<file path="config.mk">
export PLATFORM = sky130hd
export DESIGN_NAME = fetch_unit
export DESIGN_NICKNAME = d
export VERILOG_FILES = /design/src/rtl/fetch_unit.sv
export SDC_FILE = /design/constraint.sdc
export NUM_CORES = 1
export LEC_CHECK = 0
export CELL_PAD_IN_SITES_DETAIL_PLACEMENT = 1
export CELL_PAD_IN_SITES_GLOBAL_PLACEMENT = 1
export CORE_MARGIN = 2
export CORE_UTILIZATION = 34
export DETAILED_ROUTE_END_ITERATION = 8
export PLACE_DENSITY = 0.95
export SYNTH_ARGS = -nofsm -noshare
export SYNTH_HDL_FRONTEND = slang
export SYNTH_SLANG_ARGS = --single-unit
</file>
<file path="constraint.sdc">
create_clock -name clk -period 5.6 [get_ports clk]
set_input_delay 0.84 -clock clk [delete_from_list [all_inputs] [get_ports clk]]
set_output_delay 0.84 -clock clk [all_outputs]
set_load 0.005 [all_outputs]
</file>
<file path="src/rtl/fetch_unit.sv">
// Instruction fetch stage: owns the PC, reads instruction memory over req/ack and holds
// each fetched word for decode until execute retires it with `advance`.
module fetch_unit #(
    parameter logic [31:0] RESET_PC = 32'h0000_0000
) (
    input  logic        clk,
    input  logic        reset,
    output logic        imem_req,
    output logic [31:0] imem_addr,
    input  logic        imem_ack,
    input  logic [31:0] imem_rdata,
    output logic [31:0] instruction,
    output logic        instr_valid,
    output logic [31:0] instr_pc,
    output logic [31:0] pc_plus4,
    input  logic        advance,
    input  logic        is_jump,
    input  logic        is_branch,
    input  logic        branch_taken,
    input  logic        jump_reg,
    input  logic [31:0] jump_target,
    input  logic [25:0] addr26,
    input  logic [15:0] imm16,
    output logic        misalign,
    output logic [1:0]  fsm_state
);

    // Memory handshake: a read completes on any cycle where imem_req and imem_ack are both
    // high; imem_req/imem_addr stay stable until then and ack is meaningless while req is low.
    typedef enum logic [1:0] {
        IDLE  = 2'd0,
        FETCH = 2'd1,
        HOLD  = 2'd2
    } state_t;

    state_t      state;
    state_t      state_next;
    logic [31:0] pc;
    logic [31:0] next_pc;
    logic [31:0] branch_off;
    logic        take_word;
    logic        retire;
    logic        misalign_next;

    assign imem_addr  = pc;
    assign pc_plus4   = instr_pc + 32'd4;
    assign fsm_state  = state;
    assign branch_off = {{14{imm16[15]}}, imm16, 2'b00};

    always_comb begin
        state_next  = state;
        imem_req    = 1'b0;
        instr_valid = 1'b0;
        take_word   = 1'b0;
        retire      = 1'b0;
        case (state)
            IDLE: state_next = FETCH;
            FETCH: begin
                imem_req = 1'b1;
                if (imem_ack) begin
                    take_word  = 1'b1;
                    state_next = HOLD;
                end
            end
            HOLD: begin
                instr_valid = 1'b1;
                if (advance) begin
                    retire     = 1'b1;
                    state_next = FETCH;
                end
            end
            default: state_next = IDLE;
        endcase
    end

    // In HOLD pc equals instr_pc, so pc_plus4 is the sequential successor.
    always_comb begin
        next_pc       = pc_plus4;
        misalign_next = 1'b0;
        if (is_jump && jump_reg) begin
            next_pc       = {jump_target[31:2], 2'b00};
            misalign_next = retire && (jump_target[1:0] != 2'b00);
        end else if (is_jump) begin
            next_pc = {pc_plus4[31:28], addr26, 2'b00};
        end else if (is_branch && branch_taken) begin
            next_pc = pc_plus4 + branch_off;
        end
    end

    always_ff @(posedge clk) begin
        if (reset) begin
            state       <= IDLE;
            pc          <= RESET_PC;
            instruction <= 32'h0;
            instr_pc    <= RESET_PC;
            misalign    <= 1'b0;
        end else begin
            state    <= state_next;
            misalign <= misalign_next;
            if (take_word) begin
                instruction <= imem_rdata;
                instr_pc    <= pc;
            end
            if (retire) begin
                pc <= next_pc;
            end
        end
    end

endmodule

</file>
==> impl_metrics.yaml <==
status:
  status: "completed"
sta:
  hold_ws_ps: 458
  finalSetupViolations: 0
  hold_viol_final: 0
  finalCritPeriodShare_pct: 74.1
  grt_setup_unrepaired: "false"
  max_freq_mhz: 241
  slew-limit-headroom_pct: 32.8
  fin_crit_ps: 4150
  fin_skew_ps: 4.99
  setup-tns-final_ps: 0
  tightest_slew_ps: 1010
  slew_violations: 0
routing:
  vias: 7189
  drcViolationCount: 0
  wl_per_cell_um: 20.3
  viasPerCell: 5.48
  drt_wl_total_mm: 26.6
  ant_nets: 0
  drt_iter0_drc: 368
  dr.pass1.iters: 5
cts:
  cts_tree: "done"
  path_clk_slew_ps: 70
  cts.path.max_buffers: 2
  cts-resized-gates: 0
  cts_hold_buf: 0
  cts.sinks: 99
  htree_levels: 3
  postCtsSetupBuffers: 0
  worstSkewPairLatency_ps: 350
  cts_buffers: 9
  cts-root-buf: "clkbuf_16"
final_layout:
  post-route-util_pct: 49.9
  diodes: 0
  drive_gt1_share_pct: 4.09
  final_common_cell: "clkdlybuf4s50_1"
  synthToLayoutAreaGrowth_pct: 44.9
  mostFrequentLayoutCells: "clkdlybuf4s50_1 (243), nand2_1 (196), a21oi_1 (116), dfxtp_1 (99), nor2_1 (69)"
  nets: 1223
  fillerInstances: 2277
synthesis:
  synth_cells: 861
  synth.distinct_cells: 60
  synth_edf_count: 0
  ys_async_sr_fraction_pct: 0
  synth_warnings: 0
  synth-simple-area-share_pct: 23.3
  yosys.area.top_type_share_pct: 30.9
  synthesis.area_um2: 6420
  synth_xor_area_share_pct: 6.82
  synth_top_family_by_area: "simple AND/OR/NAND/NOR gates"
  avgSynthCellArea_um2: 7.45
  synthesis.nets: 1012
  synth_top_area_cell: "dfxtp_1"
  synthAdderAreaFrac_pct: 7.33
  seq_area_frac_synth_pct: 30.9
  muxShareOfSynthArea_pct: 4.62
  yosys-top-cells-area: "dfxtp_1 (31%), nand2_1 (11%), a21oi_1 (9.0%), ha_1 (7.0%), nor2_1 (4.1%)"
  synthFlopType: "dfxtp_1"
  synth_seq_cells: 99
  synth_compound_area_share_pct: 23.0
die:
  die_h_um: 141
  die_area_um2: 20000
  die_w_um: 141
  rows: 50
  core-area_um2: 18600
  start_util_pct: 34.4
  boundaryPins: 247
run:
  cap_violations: 0
min_path:
  hp-class: "reg -> reg"
critical_path:
  critPathCaptureType: "flop"
  crit_end: "imem_addr[31]"
  r2r-start: "instr_pc[2]"
  crit_path_start: "instr_pc[2]"
  critPathLaunchType: "flop"
  required_ps: 5840
  crit_arrival_ps: 4400
  r2r_setup_slack_ps: 1450
  critical_path_class: "reg -> reg"
  timing.rr.end: "imem_addr[31]"
  r2r_cells: 16
  cp_max_fo: 9
placed_design:
  numPortBuffers: 246
  hpwlAfterDp_mm: 20.8
  gp_congestion: 0.910
global_routing:
  antenna_found_initial: 0
  grt_max_degree: 86
  grt_pass1_vias: 7441
  grt_first_pass_wirelength_mm: 41.0
  track_usage_pct: 26.2
  gr-total-overflow: 0
power_and_ir_drop:
  p_leak_nw: 3.51
  p_per_area_nw_per_um2: 182
  ir_drop_v: 0.000152
final cells by class:
class / count / area [um2] / share of cell area (%)
multi-input cells: 698 / 4180 / 45.0
clock buffers: 9 / 225 / 2.42
flip-flops and latches: 99 / 1980 / 21.3
well taps: 234 / 293 / 3.15
repair buffers: 252 / 2490 / 26.8
clock inverters: 7 / 77.6 / 0.834
inverters: 12 / 45.0 / 0.484
routing by layer:
| metal | GRT usage, % | wire [um] |
|---|---|---|
| met5 | 0 | 0 |
| met1 | 29.1 | 10200 |
| met4 | 8.63 | 811 |
| met3 | 8.74 | 2340 |
| met2 | 47.0 | 13200 |
critical path, cell delays in order, from the launching register on:
cell      delay, ps
dfxtp_1         470
ha_1            320
nand3_1         200
nor2_1          290
and2_1          290
nand2_1         100
xnor2_1         190
ha_1            480
a21oi_1         110
o21ai_1         230
a311o_1         180
nor3_2           60
o31a_1          330
nand2b_4        160
a211o_1         270
mux2i_1         120
a221o_1         250
sequential cells by signal, summed over array words and instances (netlist names):
register,cells
instr_pc,32
misalign,1
instruction,32
imem_addr,32
fsm_state,2
cells in the mapped netlist (all sizes together), types with 4 or more instances:
cell type and n:
a21o 14, and2 6, a221oi 5, inv 12, dfxtp 99, nand2 196, a21oi 117, and4 5
nor3 10, buf 10, nor2 70, nand4 11, nand3 20, xor2 25, and3 4, a221o 4
xnor2 25, mux2 5, a211oi 29, o21ai 31, a31oi 5, clkbuf 42, ha 36, nand2b 8
mux2i 24
stage by stage:
stage	cells	total power [mW]	worst slack [ps]	cell area [um2]
after floorplan	861	0.888	2140	6420
after global placement	1295	1.05	1380	9000
after detailed placement	1295	1.06	1310	9000
after CTS	1311	1.70	1480	9300
after global routing	1311	1.76	1130	9300
final	1311	1.69	1450	9300
where the power goes:
| group | total, mW | internal, mW | switching (mW) |
|---|---|---|---|
| combinational | 0.311 | 0.156 | 0.155 |
| sequential | 0.734 | 0.721 | 0.0132 |
| clock | 0.642 | 0.350 | 0.293 |
cell families after synthesis:
kind of cell | Yosys count
AND/OR/NAND/NOR | 345
multiplexers | 29
adder cells (fa/ha/maj) | 37
XOR/XNOR | 50
buffers and inverters | 64
flip-flops | 99
AO/OA/AOI/OAI | 237
worst min-delay path by stage:
stage | from | to | depth (start not counted)
3_3_place_gp | instruction[10] | instruction[10] | 2
3_5_place_dp | instruction[6] | instruction[6] | 2
5_1_grt | instruction[27] | instruction[27] | 2
6_report | instruction[27] | instruction[27] | 2
2_1_floorplan | imem_addr[11] | imem_addr[11] | 2
4_1_cts | instruction[6] | instruction[6] | 2
Power figures use the tool's default switching activity.
